File: config.mk
export PLATFORM = sky130hd
export DESIGN_NAME = saadi_series_ctrl
export DESIGN_NICKNAME = d
export VERILOG_FILES = /design/src/rtl/saadi_series_ctrl.sv
export SDC_FILE = /design/constraint.sdc
export NUM_CORES = 1
export LEC_CHECK = 0
export BUFFER_PORTS_ARGS = -buffer_cell sky130_fd_sc_hd__buf_4
export CAP_MARGIN = 15
export CORE_MARGIN = 1.5
export CORE_UTILIZATION = 59
export CTS_BUF_LIST = sky130_fd_sc_hd__clkbuf_8
export DETAILED_ROUTE_END_ITERATION = 16
export PLACE_DENSITY = 0.88
export SYNTH_ARGS = -nofsm -noshare
export SYNTH_HDL_FRONTEND = slang
export SYNTH_SLANG_ARGS = --single-unit
File: constraint.sdc
create_clock -name clk -period 5 [get_ports clk]
set_input_delay 1 -clock clk [delete_from_list [all_inputs] [get_ports clk]]
set_output_delay 1 -clock clk [all_outputs]
set_load 0.02 [all_outputs]
File: src/rtl/saadi_series_ctrl.sv
// saadi_series_ctrl
// Sequencer that accumulates a*(1 + x + x^2 + ... + x^N) using an external
// truncating multiplier. The multiplier is combinational: it sees term/x on
// mul_in1/mul_in2 and returns (term*x)>>n on mul_out in the same cycle.
// The result approximates a/(1-x) for a normalized divisor d = 1-x.
// N = 2^t_eff iterations, where t_eff = min(t, T_MAX).
module saadi_series_ctrl #(
  parameter int n     = 8,
  parameter int T_MAX = 3
) (
  input  logic         clk,
  input  logic         rst,
  input  logic         start,
  input  logic [n-1:0] a,
  input  logic [n-1:0] x,
  input  logic [n-1:0] t,
  input  logic [n-1:0] mul_out,
  output logic [n-1:0] counter,
  output logic [n-1:0] mul_in1,
  output logic [n-1:0] mul_in2,
  output logic [n-1:0] q,
  output logic         done,
  output logic         ready,
  output logic         sat
);

  // Width needed to hold the clamped accuracy exponent.
  localparam int TW = (T_MAX < 1) ? 1 : $clog2(T_MAX + 1);

  // Largest representable result, held in the n+1 bit accumulator format.
  localparam logic [n:0]    SUM_MAX = {1'b0, {n{1'b1}}};
  localparam logic [n-1:0]  T_MAX_N = n'(T_MAX);
  localparam logic [TW-1:0] T_MAX_W = TW'(T_MAX);
  localparam logic [n-1:0]  ONE_N   = {{(n-1){1'b0}}, 1'b1};

  typedef enum logic [1:0] {
    S_IDLE = 2'd0,
    S_RUN  = 2'd1,
    S_DONE = 2'd2
  } state_t;

  state_t         state_q,   state_d;
  logic [n-1:0]   counter_q, counter_d;
  logic [n-1:0]   term_q,    term_d;
  logic [n:0]     sum_q,     sum_d;
  logic [n-1:0]   x_reg_q,   x_reg_d;
  logic [TW-1:0]  t_reg_q,   t_reg_d;
  logic [n-1:0]   result_q,  result_d;
  logic           sat_q,     sat_d;
  logic           sat_acc_q, sat_acc_d;

  // Per-cycle arithmetic: the next partial sum and whether it overflows n bits.
  // The accumulator never holds more than SUM_MAX, so n+1 bits cannot wrap.
  logic [n:0]     s_sum;
  logic           s_over;
  logic [n-1:0]   iter_limit;
  logic           last_iter;

  assign s_sum      = sum_q + {1'b0, mul_out};
  assign s_over     = (s_sum > SUM_MAX);
  assign iter_limit = ONE_N << t_reg_q;
  assign last_iter  = (counter_q == iter_limit);

  // State and datapath registers; async reset clears everything and aborts a run.
  always_ff @(posedge clk or posedge rst) begin
    if (rst) begin
      state_q   <= S_IDLE;
      counter_q <= '0;
      term_q    <= '0;
      sum_q     <= '0;
      x_reg_q   <= '0;
      t_reg_q   <= '0;
      result_q  <= '0;
      sat_q     <= 1'b0;
      sat_acc_q <= 1'b0;
    end else begin
      state_q   <= state_d;
      counter_q <= counter_d;
      term_q    <= term_d;
      sum_q     <= sum_d;
      x_reg_q   <= x_reg_d;
      t_reg_q   <= t_reg_d;
      result_q  <= result_d;
      sat_q     <= sat_d;
      sat_acc_q <= sat_acc_d;
    end
  end

  // Next-state logic: latch operands on start, accumulate terms in RUN,
  // publish the clamped result on the last iteration.
  always_comb begin
    state_d   = state_q;
    counter_d = counter_q;
    term_d    = term_q;
    sum_d     = sum_q;
    x_reg_d   = x_reg_q;
    t_reg_d   = t_reg_q;
    result_d  = result_q;
    sat_d     = sat_q;
    sat_acc_d = sat_acc_q;

    case (state_q)
      S_IDLE: begin
        if (start) begin
          term_d    = a;
          sum_d     = {1'b0, a};
          x_reg_d   = x;
          // Exponents beyond T_MAX are clamped rather than rejected.
          t_reg_d   = (t > T_MAX_N) ? T_MAX_W : t[TW-1:0];
          sat_acc_d = 1'b0;
          counter_d = ONE_N;
          state_d   = S_RUN;
        end
      end

      S_RUN: begin
        term_d    = mul_out;
        sum_d     = s_over ? SUM_MAX : s_sum;
        sat_acc_d = sat_acc_q | s_over;
        if (last_iter) begin
          result_d  = s_over ? SUM_MAX[n-1:0] : s_sum[n-1:0];
          sat_d     = sat_acc_q | s_over;
          counter_d = '0;
          state_d   = S_DONE;
        end else begin
          counter_d = counter_q + ONE_N;
        end
      end

      S_DONE: begin
        // start is deliberately ignored here; requests are never queued.
        state_d = S_IDLE;
      end

      default: begin
        state_d = S_IDLE;
      end
    endcase
  end

  // Multiplier operands are only presented while iterating; zero otherwise.
  always_comb begin
    mul_in1 = '0;
    mul_in2 = '0;
    if (state_q == S_RUN) begin
      mul_in1 = term_q;
      mul_in2 = x_reg_q;
    end
  end

  assign counter = counter_q;
  assign q       = result_q;
  assign sat     = sat_q;
  assign done    = (state_q == S_DONE);
  assign ready   = (state_q == S_IDLE);

endmodule

After elaboration in Yosys (flattened, before gate mapping)
Cells that the tools add are included.

Word-level logic and storage cells: 43. Flip-flop bits (word level): 47. Output and inout bits: 35. Input port bits: 35.

Reduce and logical (&&, ||, !) cells: 6. Equal/unequal tests: 5. Add/subtract/negate cells: 2. Shift operators: 1. Order comparisons: 2. Mux-type cells: 17. Bitwise operators: 1.

Operators by type and width (number): 2-to-1 mux 8 bit (6); case mux 8 bit (2 select lines) (2); 2-to-1 mux 9 bit (2); case mux 9 bit (2 select lines) (1); adder 9 x 8 -> 9 bit (1); greater-than comparator 9 x 8 -> 1 bit, second input constant (1); adder 8 x 1 -> 8 bit, second input constant (1); == test 8 bit (1); greater-than comparator 8 x 2 -> 1 bit, second input constant (1); AND reduction 2 bit (4); left shift 1 x 2 -> 8 bit, first input constant (1); 2-to-1 mux 2 bit (3); != test 2 bit, second input constant (2); case mux 2 bit (2 select lines) (1); == test 2 x 1 -> 1 bit, second input constant (1); == test 2 bit, second input constant (1); zero test 2 bit (1); case mux 1 bit (2 select lines) (1); nonzero test 2 bit (1); 2-to-1 mux 1 bit (1); OR 1 bit (1).

Depth between registers and ports, before layout
Gate-level depths: netlist (run 1).

Depth after elaboration: 4. Gate-level depth with buffers: 7. Depth with buffers taken out: 7.

Worst setup path before layout (run 1)
OpenSTA, ideal clock, no wires.

Path kind: input to register. Start: input port mul_out[0]. End: register result_q[7], in the netlist q[7]. Cell stages on the path: 7. Arrival time: 2728 ps. Library setup time: 77 ps. Path slack: 2194 ps. Path buffers: 0. Cell sequence: ha_1 fa_1 a211oi_2 o211ai_2 a221oi_4 nor4_1 a21oi_1.

Cells in the longest elaborated chain, start to end: 3.

RTL lines: start, declared (line 17) `input logic [n-1:0] mul_out,`; adder 9 x 8 -> 9 bit (*) (line 59) `assign s_sum = sum_q + {1'b0, mul_out};`; greater-than comparator 9 x 8 -> 1 bit (line 60) `assign s_over = (s_sum > SUM_MAX);`; 2-to-1 mux 8 bit (*) (line 121) `result_d = s_over ? SUM_MAX[n-1:0] : s_sum[n-1:0];`; end signal, assigned (line 83) `result_q <= result_d;`; end, declared (line 48) `logic [n-1:0] result_q, result_d;`.

Every way passes the cells marked *; elsewhere a longest branch is shown, timed or not. A chain may end at the register's enable or synchronous reset.

Final worst setup path (run 1)
Start: input port mul_out[0]. End: register sum_q[2].

Cells in the longest elaborated chain, start to end: 4.

RTL lines: adder 9 x 8 -> 9 bit (*) (line 59); greater-than comparator 9 x 8 -> 1 bit (line 60); 2-to-1 mux 9 bit (*) (line 118) `sum_d = s_over ? SUM_MAX : s_sum;`; case mux 9 bit (2 select lines) (*) (line 102) `case (state_q)`; end signal, assigned (line 80) `sum_q <= sum_d;`; end, declared (line 45) `logic [n:0] sum_q, sum_d;`.

Marked as above.

==> impl_metrics.env, run 1 <==
export IMPL_rsz0062_at_grt="false"
export IMPL_p_leak_nw=1.484
export IMPL_drive_above_1_share_pct=29.36
export IMPL_hold_viol_final=0
export IMPL_drt_iter0_drc=148
export IMPL_post_route_min_period_ns=2.890
export IMPL_boundaryPins=70
export IMPL_rr_endpoint="sum_q[2]"
export IMPL_route_detailed_drc=0
export IMPL_synth_nets=308
export IMPL_ys_warn_count=0
export IMPL_ys_seq_area_share_pct=45.52
export IMPL_path_clk_slew_ns=0.09
export IMPL_regArea_um2=1176
export IMPL_dp_hpwl_mm=4.179
export IMPL_avgSynthCellArea_um2=9.824
export IMPL_slowest_stage="a221oi_4"
export IMPL_ys_ff_latch=47
export IMPL_cp_data_required_time_ns=5.22
export IMPL_cts_resized=0
export IMPL_drt_first_pass_iters=4
export IMPL_timing_fmax_mhz=346.1
export IMPL_final_common_cell="buf_4"
export IMPL_clock_sinks=47
export IMPL_tns_ns=0
export IMPL_die_w_um=69.18
export IMPL_multiInputGateArea_um2=1313
export IMPL_io_buffers=69
export IMPL_final_cell_mix="buf_4 (72), dfrtp_1 (47), a21oi_1 (26)"
export IMPL_clock_latency_ns=0.31
export IMPL_clock_path_buffers=2
export IMPL_async_reset_ff_share_pct=100.0
export IMPL_crit_type="input pin to flop"
export IMPL_dr_total_vias=2211
export IMPL_timing_final_ws_setup_ns=2.110
export IMPL_antenna_found_initial=0
export IMPL_crit_chain="buf_4 -> ha_1 -> fa_1 -> a211oi_2 -> o211ai_2 -> a221oi_4 -> nor2_1 -> o21ai_0"
export IMPL_syn_to_final_growth_pct=23.83
export IMPL_start_kind="input pin"
export IMPL_critical_path_startpoint="mul_out[0]"
export IMPL_antennaDiodeCount=0
export IMPL_timing_final_max_slew_violations=0
export IMPL_worst_pin_slew_ns=0.9815
export IMPL_grt_overflow=0
export IMPL_vdd_drop_max_mv=0.3852
export IMPL_hp_class="flop to flop"
export IMPL_final_fill_count=314
export IMPL_gp_congestion=0.8437
export IMPL_cts_made_buffers=5
export IMPL_ys_types=45
export IMPL_cts_tree="built"
export IMPL_powerDensity_nw_per_um2=674.0
export IMPL_grt_pass1_vias=2085
export IMPL_cts_setup_buffers=0
export IMPL_reg2reg_from="sum_q[0]"
export IMPL_ctsHoldBuffers=0
export IMPL_core_um2=4115
export IMPL_rr_worst_depth=7
export IMPL_grt_pass1_wl_mm=10.13
export IMPL_die_y_um=69.18
export IMPL_synth_cells=263
export IMPL_reg2reg_slack_ns=2.54
export IMPL_wirelength_mm=6.006
export IMPL_end_kind="flop"
export IMPL_maxCapViolCount=0
export IMPL_clockRootBuffer="clkbuf_8"
export IMPL_max_slew_margin_rel_pct=34.47
export IMPL_die_area_um2=4785
export IMPL_postRouteAntennaNets=0
export IMPL_wl_per_cell_um=15.93
export IMPL_std_cell_rows=23
export IMPL_synth_ff_type="dfrtp_1"
export IMPL_initial_core_util_pct=62.79
export IMPL_cp_max_fo=10
export IMPL_synth_edf_count=0
export IMPL_max_stage_delay_ns=0.55
export IMPL_crit_path_end="sum_q[2]"
export IMPL_fin_crit_sh_pct=57.79
export IMPL_grtUsageTotal_pct=26.15
export IMPL_nNetsFinal=371
export IMPL_viasPerCell=5.865
export IMPL_place_ws_ns=1.831
export IMPL_setup_violations=0
export IMPL_grt_max_degree=48
export IMPL_skew_ns=0.009107
export IMPL_mappedNetlistArea_um2=2584
export IMPL_status="finished clean"
export IMPL_h_tree_depth=2
export IMPL_cp_arrival_ns=3.11
[worst min-delay path by stage]
stage               startpoint        end  slack [ns]  cells past startpoint
floorplan            term_q[0]  term_q[0]        0.43                      2
global placement     term_q[7]  term_q[7]        0.44                      2
finish               term_q[1]  term_q[1]        0.46                      2
detailed placement   term_q[7]  term_q[7]        0.45                      2
global route         term_q[1]  term_q[1]        0.49                      2
CTS                  term_q[7]  term_q[7]        0.47                      2
[cells in the mapped netlist, drive strengths merged, types with 4 or more instances]
cell | count | area [um2]
o21ai | 13 | 65.06
clkbuf | 9 | 33.78
inv | 6 | 22.52
nand2 | 20 | 75.07
nor3b | 7 | 52.55
a211oi | 4 | 35.03
buf | 7 | 41.28
mux2 | 8 | 90.09
ha | 9 | 112.6
and2 | 19 | 118.9
nand2b | 4 | 25.02
xnor2 | 4 | 35.03
nor4 | 4 | 25.02
dfrtp | 47 | 1176
nand3 | 4 | 20.02
a22oi | 16 | 120.1
a21oi | 28 | 147.6
nor2 | 17 | 63.81
[sequential cells by signal (all words and copies together) (netlist names)]
signal,flops
x_reg_q,8
state_q,2
sat_acc_q,1
counter,8
term_q,8
q,8
sat,1
sum_q,9
t_reg_q,2
[final cells by class]
cell class / count / share of cell area (%)
tap: 50 / 1.955
inverter: 6 / 0.7039
timing repair buffer: 72 / 16.89
sequential: 47 / 36.76
clock inverter: 3 / 0.5084
clock buffer: 5 / 2.151
multi-input combinational: 194 / 41.02
[worst max-delay path, delay by kind of cell]
kind | cells | cell delay [ns]
simple gates | 1 | 0.15
compound gates | 4 | 1.17
buf+inv | 1 | 0.11
fa+ha+maj | 2 | 0.68
[per-stage QoR]
step / utilization [%] / instance area [um2] / power [mW] / hold WS [ns] / instances
CTS: 77.74 / 3199 / 2.160 / 0.4685 / 377
finish: 77.74 / 3199 / 2.156 / 0.4634 / 377
global route: 77.74 / 3199 / 2.315 / 0.4867 / 377
global placement: 75.68 / 3114 / 1.902 / 0.4427 / 369
detailed placement: 75.68 / 3114 / 1.929 / 0.4479 / 369
floorplan: - / 2584 / 1.524 / 0.4304 / 263
[layer usage]
layer | vias to the layer above | wire length (um) | global-route usage [%]
met5 | - | 0 | 0
met4 | 0 | 107 | 9.804
met2 | 83 | 2709 | 39.32
met3 | 12 | 314 | 4.070
met1 | 1045 | 2875 | 38.42
li1 | 1071 | - | -
[where the power goes]
part | internal, mW | leakage, nW | total [mW] | switching [mW]
logic | 0.538 | 0.897 | 1.27 | 0.730
registers | 0.545 | 0.542 | 0.663 | 0.118
clock network | 0.0958 | 0.0453 | 0.226 | 0.130
total | 1.18 | 1.48 | 2.16 | 0.977
[cell families (layout without fill, tap and decap cells)]
kind of cell	count (synthesis)	after routing	share of synthesized area, %
buffers and inverters	22	86	3.777
xor gates and xnor gates	6	6	2.034
adders and majority gates	10	10	5.133
and+or+nand+nor	85	85	17.00
muxes	11	11	4.649
DFF	47	47	45.52
AOI/OAI and AO/OA	82	82	21.89
(Power assumes the default switching activity.)
==> inputs of run 2 (changes only) <==
--- a/config.mk
+++ b/config.mk
@@ -5,13 +5,14 @@
 export SDC_FILE = /design/constraint.sdc
 export NUM_CORES = 1
 export LEC_CHECK = 0
+export ABC_AREA = 1
 export BUFFER_PORTS_ARGS = -buffer_cell sky130_fd_sc_hd__buf_4
 export CAP_MARGIN = 15
 export CORE_MARGIN = 1.5
-export CORE_UTILIZATION = 59
+export CORE_UTILIZATION = 55
 export CTS_BUF_LIST = sky130_fd_sc_hd__clkbuf_8
 export DETAILED_ROUTE_END_ITERATION = 16
-export PLACE_DENSITY = 0.88
+export PLACE_DENSITY = 0.83
 export SYNTH_ARGS = -nofsm -noshare
 export SYNTH_HDL_FRONTEND = slang
 export SYNTH_SLANG_ARGS = --single-unit
==> constraint.sdc (replaced) <==
create_clock -name clk -period 2.95 [get_ports clk]
set_input_delay 0.59 -clock clk [delete_from_list [all_inputs] [get_ports clk]]
set_output_delay 0.59 -clock clk [all_outputs]
set_load 0.02 [all_outputs]
==> run 2 against run 1 <==
  * Worst hold slack gained 0.030 ns
  * Final cell count grew 30%
  * Synthesized area grew 4.6%
  * Sequential share of layout area shrank 1.6 points
  * Register-to-register slack lost 1.5 ns
  * Via count grew 9.5%
  * Die area grew 12%
==> impl_metrics.env, run 2 <==
export IMPL_antennaDiodeCount=0
export IMPL_boundaryPins=70
export IMPL_std_cell_rows=25
export IMPL_cts_tree="built"
export IMPL_hold_viol_final=0
export IMPL_core_um2=4723
export IMPL_cp_max_fo=21
export IMPL_fin_crit_sh_pct=68.72
export IMPL_rr_worst_depth=10
export IMPL_dp_hpwl_mm=4.253
export IMPL_timing_final_max_slew_violations=0
export IMPL_worst_pin_slew_ns=0.9569
export IMPL_rsz0062_at_grt="false"
export IMPL_max_slew_margin_rel_pct=36.12
export IMPL_crit_type="flop to output pin"
export IMPL_grt_max_degree=48
export IMPL_synth_cells=355
export IMPL_hold_depth=2
export IMPL_avgSynthCellArea_um2=7.616
export IMPL_hp_class="flop to flop"
export IMPL_maxCapViolCount=0
export IMPL_cp_common_cell="inv_2"
export IMPL_max_flop_register="sum_q"
export IMPL_grt_pass1_vias=2263
export IMPL_start_kind="flop"
export IMPL_ys_top_cells_by_count="nand2_1 (115), inv_1 (48), dfrtp_1 (47)"
export IMPL_cts_setup_buffers=0
export IMPL_wl_per_cell_um=12.47
export IMPL_max_stage_delay_ns=0.42
export IMPL_reg2reg_slack_ns=1.07
export IMPL_io_buffers=69
export IMPL_postRouteAntennaNets=0
export IMPL_rr_endpoint="q[0]"
export IMPL_ctsHoldBuffers=0
export IMPL_synth_nets=400
export IMPL_h_tree_depth=2
export IMPL_largest_reg_flops=9
export IMPL_netlist_area_leader_share_pct=43.50
export IMPL_antenna_found_initial=0
export IMPL_synth_top_area_cell="dfrtp_1"
export IMPL_gp_congestion=0.8234
export IMPL_clock_path_buffers=2
export IMPL_viasPerCell=4.953
export IMPL_timing_fmax_mhz=493.3
export IMPL_die_w_um=73.12
export IMPL_end_kind="output pin"
export IMPL_yosysMostFrequentCell="nand2_1"
export IMPL_reg2reg_from="sum_q[0]"
export IMPL_clock_sinks=47
export IMPL_synth_area_leaders="dfrtp_1 (43%), nand2_1 (16%), inv_1 (6.7%), o21ai_0 (4.8%), nor2_1 (4.3%)"
export IMPL_async_reset_ff_share_pct=100.0
export IMPL_wirelength_mm=6.097
export IMPL_total_power_mw=3.950
export IMPL_powerDensity_nw_per_um2=1181
export IMPL_synth_edf_count=0
export IMPL_placedCellCount=482
export IMPL_path_delay_family="buffers and inverters"
export IMPL_die_y_um=73.12
export IMPL_crit_chain="inv_2 -> nor2_4 -> inv_2 -> nor2_1 -> buf_4"
export IMPL_whs_ns=0.4935
export IMPL_die_area_um2=5346
export IMPL_grtUsageTotal_pct=24.14
export IMPL_setup_violations=0
export IMPL_drt_first_pass_iters=5
export IMPL_ys_warn_count=0
export IMPL_final_cell_mix="nand2_1 (115), buf_4 (70), inv_1 (47), dfrtp_1 (47), nor2_1 (31)"
export IMPL_holdPathEnd="q[2]"
export IMPL_initial_core_util_pct=57.25
export IMPL_tns_ns=0
export IMPL_p_leak_nw=1.815
export IMPL_path_buf_inv=3
export IMPL_grt_pass1_wl_mm=9.894
export IMPL_dr_total_vias=2422
export IMPL_route_detailed_drc=0
export IMPL_cp_data_required_time_ns=2.36
export IMPL_ys_ff_latch=47
export IMPL_fin_cells=489
export IMPL_drt_iter0_drc=139
export IMPL_path_clk_slew_ns=0.09
export IMPL_drive_above_1_share_pct=23.22
export IMPL_grt_overflow=0
export IMPL_ys_seq_area_share_pct=43.50
export IMPL_vdd_drop_max_mv=0.5185
export IMPL_final_common_cell="nand2_1"
export IMPL_nNetsFinal=467
export IMPL_cts_resized=0
export IMPL_synth_ff_type="dfrtp_1"
export IMPL_cp_arrival_ns=1.44
export IMPL_cts_made_buffers=5
export IMPL_ys_types=32
export IMPL_post_route_min_period_ns=2.027
export IMPL_syn_to_final_growth_pct=23.69
export IMPL_mappedNetlistArea_um2=2704
export IMPL_clock_latency_ns=0.31
export IMPL_min_from="q[2]"
export IMPL_skew_ns=0.003702
export IMPL_final_fill_count=384
export IMPL_clockRootBuffer="clkbuf_8"
export IMPL_slowest_stage="dfrtp_1"
export IMPL_status="finished clean"
==> run 2: cell count changes after synthesis, moves of 5 or more <==
cell | before | now
mux2_2 | 8 | 0
and2_1 | 19 | 0
a22oi_1 | 16 | 6
clkbuf_1 | 9 | 2
nand3_1 | 4 | 11
nand3b_1 | 0 | 5
nor2_1 | 17 | 31
nand2_1 | 20 | 115
nor3b_1 | 7 | 0
a21oi_1 | 26 | 4
o21ai_0 | 11 | 26
inv_1 | 6 | 48
==> run 2: kinds of logic (layout without fill, tap and decap cells) <==
family,Yosys count,count (layout),share of synthesized area [%]
AO/OA/AOI/OAI,47,47,10.50
XOR/XNOR,7,7,2.268
adder cells (fa/ha/maj),10,10,4.905
buffers and inverters,63,130,9.533
flip-flops,47,47,43.50
AND/OR/NAND/NOR,181,181,29.29
==> run 2: layout make-up <==
cell class | instances | area (um2) | share of cell area, %
multi-input combinational | 245 | 1270 | 37.97
sequential | 47 | 1176 | 35.17
timing repair buffer | 70 | 525.5 | 15.71
inverter | 53 | 201.4 | 6.023
tap | 67 | 83.83 | 2.507
clock buffer | 6 | 82.58 | 2.469
clock inverter | 1 | 5.005 | 0.1496
==> run 2: routing by layer <==
metal	track usage [%]	vias up	routed length [um]	share of wire (%)
met3	4.834	5	292	4.8
met2	43.13	57	3048	50
met5	0	-	0	0
met4	6.289	0	61	1.0
li1	-	1240	-	-
met1	29.58	1120	2694	44
==> run 2: worst max path at each step <==
stage                     cells past startpoint          to  slack [ns]  startpoint
after CTS                                     5  mul_in2[2]        0.93  state_q[0]
after floorplan                              10    sum_q[0]        1.03  mul_out[0]
after detailed placement                     11        q[3]        0.73  mul_out[0]
after global routing                          5  mul_in2[3]        0.85  state_q[0]
final                                         5  mul_in2[2]        0.92  state_q[0]
after global placement                       11         sat        0.78  mul_out[0]
==> run 2: per-stage QoR <==
step	util, %	setup WS [ns]	area, um2
6_report	70.81	0.9226	3344
5_1_grt	70.81	0.8533	3344
3_3_place_gp	68.95	0.7793	3257
3_5_place_dp	68.95	0.7293	3257
4_1_cts	70.81	0.9270	3344
2_1_floorplan	-	1.025	2704
==> run 2: worst register-to-register path, stage by stage (launching register included) <==
cell      delay [ns]
dfrtp_1         0.40
ha_1            0.22
fa_1            0.40
nand2_1         0.08
nand2_1         0.08
nand3_1         0.10
nand3b_1        0.10
nand2_2         0.19
nand2_1         0.10
nand2_1         0.07
nand2_1         0.05
==> run 2: power by group <==
| part | switching, mW | leakage, nW | internal [mW] |
|---|---|---|---|
| combinational | 1.53 | 1.20 | 0.897 |
| clock | 0.216 | 0.0470 | 0.184 |
| sequential | 0.176 | 0.572 | 0.947 |
| total | 1.92 | 1.81 | 2.03 |
==> inputs of run 3 (changes only) <==
--- a/config.mk
+++ b/config.mk
@@ -5,14 +5,14 @@
 export SDC_FILE = /design/constraint.sdc
 export NUM_CORES = 1
 export LEC_CHECK = 0
-export ABC_AREA = 1
+export ABC_AREA = 0
 export BUFFER_PORTS_ARGS = -buffer_cell sky130_fd_sc_hd__buf_4
 export CAP_MARGIN = 15
 export CORE_MARGIN = 1.5
-export CORE_UTILIZATION = 55
+export CORE_UTILIZATION = 49
 export CTS_BUF_LIST = sky130_fd_sc_hd__clkbuf_8
 export DETAILED_ROUTE_END_ITERATION = 16
-export PLACE_DENSITY = 0.83
+export PLACE_DENSITY = 0.78
 export SYNTH_ARGS = -nofsm -noshare
 export SYNTH_HDL_FRONTEND = slang
 export SYNTH_SLANG_ARGS = --single-unit
==> constraint.sdc (replaced) <==
create_clock -name clk -period 1.75 [get_ports clk]
set_input_delay 0.35 -clock clk [delete_from_list [all_inputs] [get_ports clk]]
set_output_delay 0.35 -clock clk [all_outputs]
set_load 0.02 [all_outputs]
==> run 3 against run 2 <==
  * Setup slack got worse by 1.4 ns
  * Largest cell class unchanged
  * Worst hold slack got worse by 0.45 ns
  * Global-route usage increased by 2.2 points
  * Final area increased by 13%
  * The run now ends with negative setup slack left
  * Register-to-register slack got worse by 1.5 ns
  * Routed wire length increased by 20%
  * Largest power group unchanged
==> impl_metrics.env, run 3 (synthesized netlist as in run 1, its figures left out) <==
export IMPL_start_kind="flop"
export IMPL_reg2reg_from="sum_q[0]"
export IMPL_end_kind="flop"
export IMPL_std_cell_rows=26
export IMPL_rsz0062_at_grt="true"
export IMPL_cp_max_fo=8
export IMPL_final_cell_mix="buf_4 (90), dfrtp_1 (47), a21oi_1 (25)"
export IMPL_p_leak_nw=1.772
export IMPL_crit_type="flop to flop"
export IMPL_final_fill_count=382
export IMPL_cts_made_buffers=5
export IMPL_gp_congestion=0.9733
export IMPL_nNetsFinal=412
export IMPL_dp_hpwl_mm=4.961
export IMPL_syn_to_final_growth_pct=46.15
export IMPL_max_slew_margin_rel_pct=64.42
export IMPL_die_area_um2=5718
export IMPL_regArea_um2=1176
export IMPL_cts_tree="built"
export IMPL_timing_final_max_slew_violations=0
export IMPL_io_buffers=69
export IMPL_status="complete, but fails checks"
export IMPL_clock_sinks=47
export IMPL_critical_path_startpoint="sum_q[0]"
export IMPL_vdd_drop_max_mv=1.011
export IMPL_hold_viol_final=0
export IMPL_grt_pass1_wl_mm=11.02
export IMPL_grt_max_degree=32
export IMPL_antenna_found_initial=0
export IMPL_wl_per_cell_um=16.75
export IMPL_clock_path_buffers=2
export IMPL_post_route_min_period_ns=2.192
export IMPL_core_um2=5107
export IMPL_powerDensity_nw_per_um2=2014
export IMPL_cp_data_required_time_ns=1.98
export IMPL_fin_crit_sh_pct=125.3
export IMPL_dr_total_vias=2454
export IMPL_place_ws_ns=-0.5629
export IMPL_skew_ns=0.001896
export IMPL_place_area_um2=3456
export IMPL_slowest_stage="dfrtp_1"
export IMPL_wirelength_mm=7.336
export IMPL_path_clk_slew_ns=0.08
export IMPL_tns_ns=-7.399
export IMPL_largest_reg_flops=9
export IMPL_die_w_um=75.62
export IMPL_grtUsageTotal_pct=26.38
export IMPL_h_tree_depth=2
export IMPL_grt_overflow=0
export IMPL_timing_final_ws_setup_ns=-0.4423
export IMPL_clockRootBuffer="clkbuf_8"
export IMPL_max_flop_register="sum_q"
export IMPL_final_common_cell="buf_4"
export IMPL_viasPerCell=5.603
export IMPL_hp_class="input pin to asynchronous set/reset pin"
export IMPL_drive_above_1_share_pct=40.76
export IMPL_cp_arrival_ns=2.42
export IMPL_worst_pin_slew_ns=0.5336
export IMPL_fin_util_pct=73.93
export IMPL_drt_iter0_drc=150
export IMPL_crit_chain="ha_2 -> fa_2 -> a211oi_4 -> o211ai_2 -> a221oi_4 -> buf_12 -> nor3_2 -> a21oi_1"
export IMPL_maxCapViolCount=0
export IMPL_timing_fmax_mhz=456.1
export IMPL_drt_first_pass_iters=5
export IMPL_die_y_um=75.62
export IMPL_max_stage_delay_ns=0.39
export IMPL_boundaryPins=70
export IMPL_violations="negative setup slack"
export IMPL_multiInputGateArea_um2=1401
export IMPL_setup_violations=18
export IMPL_route_detailed_drc=0
export IMPL_grt_pass1_vias=2207
export IMPL_antennaDiodeCount=0
export IMPL_postRouteAntennaNets=0
export IMPL_total_power_mw=7.606
export IMPL_ctsHoldBuffers=0
export IMPL_design_area_um2=3776
export IMPL_clock_latency_ns=0.30
export IMPL_initial_core_util_pct=50.59
[run 3: cell count changes in the layout (fill, tap and decap cells not counted), moves of 8 or more]
cell	delta
a21oi_1	+21
a22oi_1	+10
and2_1	+15
buf_4	+20
buf_6	+16
inv_1	-41
mux2_2	+8
nand2_1	-95
nor2_1	-16
o21ai_0	-21
o21ai_1	+8
[run 3: layer usage]
metal / routed length, um / vias up / track usage (%)
met2: 3591 / 91 / 42.11
li1: - / 1169 / -
met5: 0 / - / 0
met4: 130 / 0 / 8.135
met1: 3151 / 1184 / 36.49
met3: 462 / 10 / 5.159
[run 3: final timing paths]
check | to | slack, ns | cells past startpoint
setup / recovery | q[5] | -0.44 | 8
hold / removal | x_reg_q[4] | 0.05 | 2
setup reg to reg | q[5] | -0.44 | 8
hold reg to reg | term_q[3] | 0.46 | 2
max in group asynchronous | q[5] | 1.20 | 3
min in group clk | x_reg_q[6] | 0.27 | 2
[run 3: per-stage QoR]
stage | hold slack, ns | std cells
2_1_floorplan | 0.4304 | 263
4_1_cts | 0.05682 | 435
3_3_place_gp | 0.3831 | 424
5_1_grt | 0.08670 | 438
3_5_place_dp | 0.3900 | 424
6_report | 0.04774 | 438
[run 3: area by class of cell]
type	instances	share of cell area, %
Clock buffer	7	2.551
Clock inverter	1	0.09940
Inverter	6	0.5964
Multi-Input combinational cell	195	37.11
Sequential cell	47	31.15
Tap cell	70	2.319
Timing Repair Buffer	112	26.18
[run 3: report_power, final]
group          leakage (nW)  internal (mW)  switching [mW]  total (mW)
clock network        0.0557          0.355           0.368       0.724
logic                  1.17           2.47            2.56        5.02
registers             0.542           1.56           0.299        1.86
total                  1.77           4.38            3.23        7.61
[run 3: repair_timing]
| item | in CTS | in global routing |
|---|---|---|
| pin swaps | 11 | 2 |
| setup endpoints to repair | 47 | 45 |
| resized for setup | 13 | 29 |
| buffers inserted | 2 | 2 |
| cloned | 1 | 1 |
[run 3: critical path: cells and delay by family (launching register included)]
family,cells,cell delay [ns]
buffers and inverters,1,0.17
and+or+nand+nor,1,0.05
adders and majority gates,2,0.55
AOI/OAI and AO/OA,4,0.96
DFF,1,0.39
